==> src/rtl/program_loader_if.sv <==
// Bus between the program loader and its surroundings: board controls in,
// instruction-memory write port and session status out.
interface program_loader_if #(
  parameter int ADDR_WIDTH = 8
);
  logic                  start;
  logic                  strobe;
  logic                  finish;
  logic [3:0]            in;
  logic [ADDR_WIDTH-1:0] imAddress;
  logic [15:0]           imData;
  logic                  imWren;
  logic                  cpuHold;
  logic                  outDone;
  logic [ADDR_WIDTH:0]   wordCount;
  logic                  overflow;
  logic [1:0]            outState;

  modport master (
    input  start, strobe, finish, in,
    output imAddress, imData, imWren, cpuHold, outDone, wordCount, overflow, outState
  );

  modport slave (
    output start, strobe, finish, in,
    input  imAddress, imData, imWren, cpuHold, outDone, wordCount, overflow, outState
  );
endinterface

==> src/rtl/program_loader.sv <==
// Instruction-memory writer: packs four switch nibbles (MSB first) into a
// 16-bit word and writes it at an auto-incrementing address, holding the CPU.
module program_loader #(
  parameter int ADDR_WIDTH = 8
) (
  input logic              clock,
  input logic              reset,
  program_loader_if.master bus
);

  typedef enum logic [1:0] {
    IDLE    = 2'b00,
    COLLECT = 2'b01,
    WRITE   = 2'b10,
    DONE    = 2'b11
  } state_e;

  localparam logic [ADDR_WIDTH:0] FULL_COUNT = {1'b1, {ADDR_WIDTH{1'b0}}};

  state_e                state_q, state_d;
  logic                  start_prev_q, strobe_prev_q, finish_prev_q;
  logic [ADDR_WIDTH-1:0] addr_q, addr_d;
  logic [15:0]           data_q, data_d;
  logic                  wren_q, wren_d;
  logic                  hold_q, hold_d;
  logic                  done_q, done_d;
  logic [ADDR_WIDTH:0]   count_q, count_d;
  logic                  ovf_q, ovf_d;
  logic [1:0]            nib_q, nib_d;
  logic [11:0]           shift_q, shift_d;
  logic                  pend_q, pend_d;

  logic start_e, strobe_e, finish_e, full;

  assign start_e  = bus.start  & ~start_prev_q;
  assign strobe_e = bus.strobe & ~strobe_prev_q;
  assign finish_e = bus.finish & ~finish_prev_q;
  assign full     = (count_q == FULL_COUNT);

  always_comb begin
    state_d = state_q;
    addr_d  = addr_q;
    data_d  = data_q;
    count_d = count_q;
    ovf_d   = ovf_q;
    nib_d   = nib_q;
    shift_d = shift_q;
    pend_d  = pend_q;

    unique case (state_q)
      IDLE: begin
        if (start_e) begin
          state_d = COLLECT;
          addr_d  = '0;
          count_d = '0;
          ovf_d   = 1'b0;
          nib_d   = '0;
          shift_d = '0;
          pend_d  = 1'b0;
        end
      end
      COLLECT: begin
        // The nibble is handled before finish so a completing nibble still gets written.
        if (strobe_e) begin
          if (full) begin
            ovf_d = 1'b1;
          end else begin
            shift_d = {shift_q[7:0], bus.in};
            nib_d   = nib_q + 2'd1;
            if (nib_q == 2'd3) begin
              data_d  = {shift_q, bus.in};
              state_d = WRITE;
              pend_d  = finish_e;
            end
          end
        end
        if (finish_e && (state_d != WRITE)) begin
          state_d = DONE;
          nib_d   = '0;
          shift_d = '0;
        end
      end
      WRITE: begin
        addr_d  = addr_q + ADDR_WIDTH'(1);
        count_d = count_q + (ADDR_WIDTH+1)'(1);
        nib_d   = '0;
        if (strobe_e) begin
          shift_d = {8'b0, bus.in};
          nib_d   = 2'd1;
        end
        state_d = (finish_e || pend_q) ? DONE : COLLECT;
        pend_d  = 1'b0;
      end
      DONE: begin
        state_d = IDLE;
      end
      default: state_d = IDLE;
    endcase

    // Outputs are registered copies of what the next state implies.
    wren_d = (state_d == WRITE);
    hold_d = (state_d != IDLE);
    done_d = (state_d == DONE);
  end

  always_ff @(posedge clock) begin
    if (reset) begin
      state_q       <= IDLE;
      start_prev_q  <= 1'b1;
      strobe_prev_q <= 1'b1;
      finish_prev_q <= 1'b1;
      addr_q        <= '0;
      data_q        <= '0;
      wren_q        <= 1'b0;
      hold_q        <= 1'b0;
      done_q        <= 1'b0;
      count_q       <= '0;
      ovf_q         <= 1'b0;
      nib_q         <= '0;
      shift_q       <= '0;
      pend_q        <= 1'b0;
    end else begin
      state_q       <= state_d;
      start_prev_q  <= bus.start;
      strobe_prev_q <= bus.strobe;
      finish_prev_q <= bus.finish;
      addr_q        <= addr_d;
      data_q        <= data_d;
      wren_q        <= wren_d;
      hold_q        <= hold_d;
      done_q        <= done_d;
      count_q       <= count_d;
      ovf_q         <= ovf_d;
      nib_q         <= nib_d;
      shift_q       <= shift_d;
      pend_q        <= pend_d;
    end
  end

  assign bus.imAddress = addr_q;
  assign bus.imData    = data_q;
  assign bus.imWren    = wren_q;
  assign bus.cpuHold   = hold_q;
  assign bus.outDone   = done_q;
  assign bus.wordCount = count_q;
  assign bus.overflow  = ovf_q;
  assign bus.outState  = state_q;

endmodule

==> src/flat_wrapper.sv <==
// flat-port wrapper written by rule: the top's interface ports become plain ports
module program_loader_flat 
#(
  parameter int ADDR_WIDTH = 8
)
  (clock, reset, bus_start, bus_strobe, bus_finish, bus_in, bus_imAddress, bus_imData, bus_imWren, bus_cpuHold, bus_outDone, bus_wordCount, bus_overflow, bus_outState);
  program_loader_if #(.ADDR_WIDTH(ADDR_WIDTH)) bus_i ();
  input logic clock;
  input logic reset;
  input wire logic [$bits(bus_i.start)-1:0] bus_start;
  input wire logic [$bits(bus_i.strobe)-1:0] bus_strobe;
  input wire logic [$bits(bus_i.finish)-1:0] bus_finish;
  input wire logic [$bits(bus_i.in)-1:0] bus_in;
  output wire logic [$bits(bus_i.imAddress)-1:0] bus_imAddress;
  output wire logic [$bits(bus_i.imData)-1:0] bus_imData;
  output wire logic [$bits(bus_i.imWren)-1:0] bus_imWren;
  output wire logic [$bits(bus_i.cpuHold)-1:0] bus_cpuHold;
  output wire logic [$bits(bus_i.outDone)-1:0] bus_outDone;
  output wire logic [$bits(bus_i.wordCount)-1:0] bus_wordCount;
  output wire logic [$bits(bus_i.overflow)-1:0] bus_overflow;
  output wire logic [$bits(bus_i.outState)-1:0] bus_outState;
  assign bus_i.start = bus_start;
  assign bus_i.strobe = bus_strobe;
  assign bus_i.finish = bus_finish;
  assign bus_i.in = bus_in;
  assign bus_imAddress = bus_i.imAddress;
  assign bus_imData = bus_i.imData;
  assign bus_imWren = bus_i.imWren;
  assign bus_cpuHold = bus_i.cpuHold;
  assign bus_outDone = bus_i.outDone;
  assign bus_wordCount = bus_i.wordCount;
  assign bus_overflow = bus_i.overflow;
  assign bus_outState = bus_i.outState;
  program_loader #(.ADDR_WIDTH(ADDR_WIDTH)) u_core (.clock(clock), .reset(reset), .bus(bus_i));
endmodule
==> config.mk <==
export PLATFORM = sky130hd
export DESIGN_NAME = program_loader_flat
export DESIGN_NICKNAME = d
export VERILOG_FILES = /design/src/rtl/program_loader_if.sv /design/src/rtl/program_loader.sv /design/src/flat_wrapper.sv
export SDC_FILE = /design/constraint.sdc
export NUM_CORES = 1
export LEC_CHECK = 0
export CAP_MARGIN = 15
export CELL_PAD_IN_SITES_DETAIL_PLACEMENT = 1
export CELL_PAD_IN_SITES_GLOBAL_PLACEMENT = 1
export CORE_AREA = 2 2 88 90
export CTS_BUF_LIST = sky130_fd_sc_hd__clkbuf_4 sky130_fd_sc_hd__clkbuf_8 sky130_fd_sc_hd__clkbuf_16
export DETAILED_ROUTE_END_ITERATION = 7
export DIE_AREA = 0 0 90 92
export GPL_TIMING_DRIVEN = 0
export PLACE_DENSITY_LB_ADDON = 0.2
export SETUP_SLACK_MARGIN = 0.1
export SYNTH_ARGS = -nofsm -noshare
export SYNTH_HDL_FRONTEND = slang
export SYNTH_SLANG_ARGS = --single-unit
==> constraint.sdc <==
create_clock -name clock -period 1.9 [get_ports clock]
set_input_delay 0.38 -clock clock [delete_from_list [all_inputs] [get_ports clock]]
set_output_delay 0.38 -clock clock [all_outputs]
set_load 0.03 [all_outputs]
==> summary.txt <==
Detailed routing
  – Wire per inst: 15.5 µm
  – Detailed-router iteration count before antenna repair: 4
  – Number of vias after detailed routing: 2206
  – Detailed Route WL: 6910 µm
  – Antenna Violating Nets Remaining: 0
  – Vias per std cell: 4.95
  – Detailed-route DRC error count: 0
  – 1st-iter DRT viols: 49

Synthesis
  – Most frequently used cell type in the post-synthesis netlist: sky130_fd_sc_hd__dfxtp_1
  – Ys async rst share: 0%
  – Area leader, netlist: sky130_fd_sc_hd__dfxtp_1
  – Cell area after technology mapping: 2520 µm²
  – Adder and majority cell fraction of the synthesized area: between 4 and 5%
  – Multiplexer area fraction after synthesis: about 8.3%
  – Count of flip-flops with a built-in enable after synthesis: 0
  – Top cell type's share of synthesized area: 45.3%
  – Mean instance size in the synthesized netlist: 9.48 µm²
  – Predominant post-synthesis flop cell: sky130_fd_sc_hd__dfxtp_1
  – Compound-Gate Fraction of Synth Area: 11.5%
  – Unique masters post-synth: 42
  – Post-synthesis xor/xnor area fraction: 3.82%
  – Fraction of the yosys area taken by sequential cells: 45.3%
  – Register bit total from synthesis: 57
  – Leading post-synthesis cells by instance count: sky130_fd_sc_hd__dfxtp_1, sky130_fd_sc_hd__nor2_1, sky130_fd_sc_hd__mux2i_1, sky130_fd_sc_hd__nand2b_1, sky130_fd_sc_hd__a21oi_1
  – Dominant combinational cell family by area after synthesis: simple AND/OR/NAND/NOR gates
  – Post-synthesis share of cell area spent on and, or, nand and nor gates: 23.1%
  – Gate count of the mapped netlist: 266
  – Synthesized netlist net count: 284
  – Top area cells in the synthesized netlist: sky130_fd_sc_hd__dfxtp_1, sky130_fd_sc_hd__mux2i_1, sky130_fd_sc_hd__nor2_1
  – Yosys warnings: 0

STA
  – Slew headroom: 66.4%
  – Final count of hold timing violations: 0
  – Clk_skew: 0.00888 ns
  – Final worst setup slack: -0.0953 ns
  – Highest Clock Rate: 0.501 GHz
  – Final critical path time including I/O delays and setup: 2.00 ns
  – Transition at the pin with the smallest max-transition slack: 0.499 ns
  – Final-report max-slew violation count: 0
  – Ratio of final minimum period to clock period: 105%
  – RSZ-0062 raised after global routing: true
  – Setup violators final: 27
  – Fin Hold WS: 0.471 ns

Cells and area
  – Fin cells: 446
  – Ant. Diodes: 0
  – Total number of nets in the final design: 357
  – Fraction of layout instances using a drive strength above 1: about a fifth
  – Multi-input gate area in the final layout: 1420 µm²
  – Core Util, Final: around half
  – Layout overhead on the synthesized area: 42.8%
  – Fill cells: 887
  – FF+latch area: approximately 1200 µm²

Global routing
  – Met3 layer usage reported by global route: approximately 3.5%
  – Antenna violations before repair: 0
  – First-pass GRT wire length: between 10000 and 15000 µm
  – Aggregate global routing overflow: 0
  – Met1 track utilization from global routing: 18.9%
  – GRT Overall Usage: around 17%
  – Pin count of the biggest net entering global routing: 11
  – Busiest layer in global routing: met2
  – Met2 layer usage reported by global route: 30.9%
  – Number of global-route vias before repair: between 2000 and 2500

Die
  – CORE AREA: ~7400 µm²
  – Placement row count: 32
  – Overall die area: 8280 µm²
  – Die H: 92 µm
  – Number of primary I/O pins: 48
  – Initial core utilization: 33.9%
  – Width of the die: 90 µm

Placement
  – Number of buffer cells added on primary ports: 47
  – Cells after DPL: about 420
  – Routability congestion estimate from global placement: roughly 0.73
  – Detailed placer's ending HPWL: 4610 µm

Clocking
  – Hold Buf Count CTS: 0
  – CTS root buffer: sky130_fd_sc_hd__clkbuf_8
  – Clock-pin slew on the worst setup and hold paths: 0.07 ns
  – Clock tree sinks: 57
  – CTS buffer count: 9
  – CTS Buffer Depth: 2
  – CTS tree: built
  – Clock Latency Late Sink: around 0.34 ns
  – H-Tree Depth: 3

Critical path
  – Nature of the critical path endpoint: flip-flop
  – Data arrival, critical path: ~2.2 ns
  – Largest fanout on the critical path: 7
  – Critical Path RT: 2.12 ns
  – Class of the most critical setup path: reg -> reg
  – Crit path launch type: flip-flop

Worst hold path
  – Class of the tightest hold or removal check: reg -> reg

Pwr
  – Total power draw: 2.57 mW
  – Pwr per Cell Area: 715 nW/µm²
  – Highest ir drop seen on vdd: 342 µV
  – Leakage Power: roughly 1.4 nW

Status
  – Status: finished with violations
  – Violated checks: setup timing

Flow run
  – Number of max-capacitance violations reported: 0
## state kept, by name, summed over array words and instances, names as in the netlist, 2 cells and up
| signal | flops |
|---|---|
| u_core.bus.outState | 2 |
| u_core.shift_q | 12 |
| u_core.nib_q | 2 |
| u_core.bus.imAddress | 8 |
| u_core.bus.imData | 16 |
| u_core.bus.wordCount | 9 |
## layout make-up
class	instances	share of cell area (%)
multi-input cells	194	39.4
flip-flops and latches	57	32.2
repair buffers	60	15.6
clock buffers	15	5.87
well taps	102	3.54
plain buffers	11	2.47
inverters	6	0.834
clock inverters	1	0.139
## through the flow
step	setup slack [ns]	setup TNS, ns	instance area (µm²)
6_report	-0.0953	-1.05	3600
5_1_grt	-0.178	-3.06	3600
4_1_cts	-0.118	-1.14	3520
3_5_place_dp	-0.535	-20.17	3140
3_3_place_gp	-0.495	-18.34	3140
2_1_floorplan	-0.0330	-0.151	2550
## placed cells by master, fill, tap and decap left out, drive strengths merged, types with 6 or more instances in the layout
| master | n |
|---|---|
| dfxtp | 57 |
| nor2 | 38 |
| clkdlybuf4s50 | 30 |
| clkbuf | 22 |
| mux2i | 21 |
| buf | 17 |
| nand2b | 16 |
| o21ai | 14 |
| dlygate4sd2 | 13 |
| a21oi | 10 |
| xor2 | 9 |
| nand2 | 9 |
| ha | 9 |
| nand4 | 7 |
| inv | 6 |
## path summary, 6_finish.rpt
check / from / to / slack, ns / cells past startpoint
worst max-delay path: u_core.bus.wordCount[0]$_SDFFE_PP0P_ / u_core.shift_q[7]$_SDFFE_PP0P_ / -0.1 / 8
worst min-delay path: u_core.pend_q$_SDFFE_PP0P_ / u_core.pend_q$_SDFFE_PP0P_ / 0.47 / 2
worst max register to register: u_core.bus.wordCount[0]$_SDFFE_PP0P_ / u_core.shift_q[7]$_SDFFE_PP0P_ / -0.1 / 8
worst min register to register: u_core.pend_q$_SDFFE_PP0P_ / u_core.pend_q$_SDFFE_PP0P_ / 0.47 / 2
## metal layers
layer / wire, µm / vias to the layer above
li1: - / 1079
met1: 2900 / 1063
met2: 3560 / 47
met3: 269 / 17
met4: 176 / 0
met5: 0 / -
## logic make-up after synthesis
logic type                 count (synthesis)
muxes                                     21
buffers and inverters                     17
adders and majority gates                  9
AOI/OAI and AO/OA                         41
DFF                                       57
xor gates and xnor gates                  11
and+or+nand+nor                          110
## what timing repair did
item | 4_1_cts | 5_1_grt
setup endpoints to repair | 60 | 52
pin swaps | 11 | 13
gates resized for setup | 40 | 18
cloned | 2 | 0
buffers inserted | 9 | 4
## report_power, final
group / internal [mW] / switching, mW / leakage (nW)
combinational: 0.0720 / 0.0978 / 0.853
sequential: 1.20 / 0.00623 / 0.464
clock: 0.709 / 0.491 / 0.114
total: 1.98 / 0.595 / 1.43
## critical path, stage by stage (launching register included)
cell and delay (ns):
sky130_fd_sc_hd__dfxtp_4 0.35, sky130_fd_sc_hd__inv_4 0.06, sky130_fd_sc_hd__ha_4 0.11, sky130_fd_sc_hd__or4bb_4 0.47
sky130_fd_sc_hd__o2111a_1 0.28, sky130_fd_sc_hd__buf_12 0.15, sky130_fd_sc_hd__o21ai_4 0.20, sky130_fd_sc_hd__nor4_1 0.07
sky130_fd_sc_hd__o21bai_1 0.17
(Power assumes the default switching activity.)
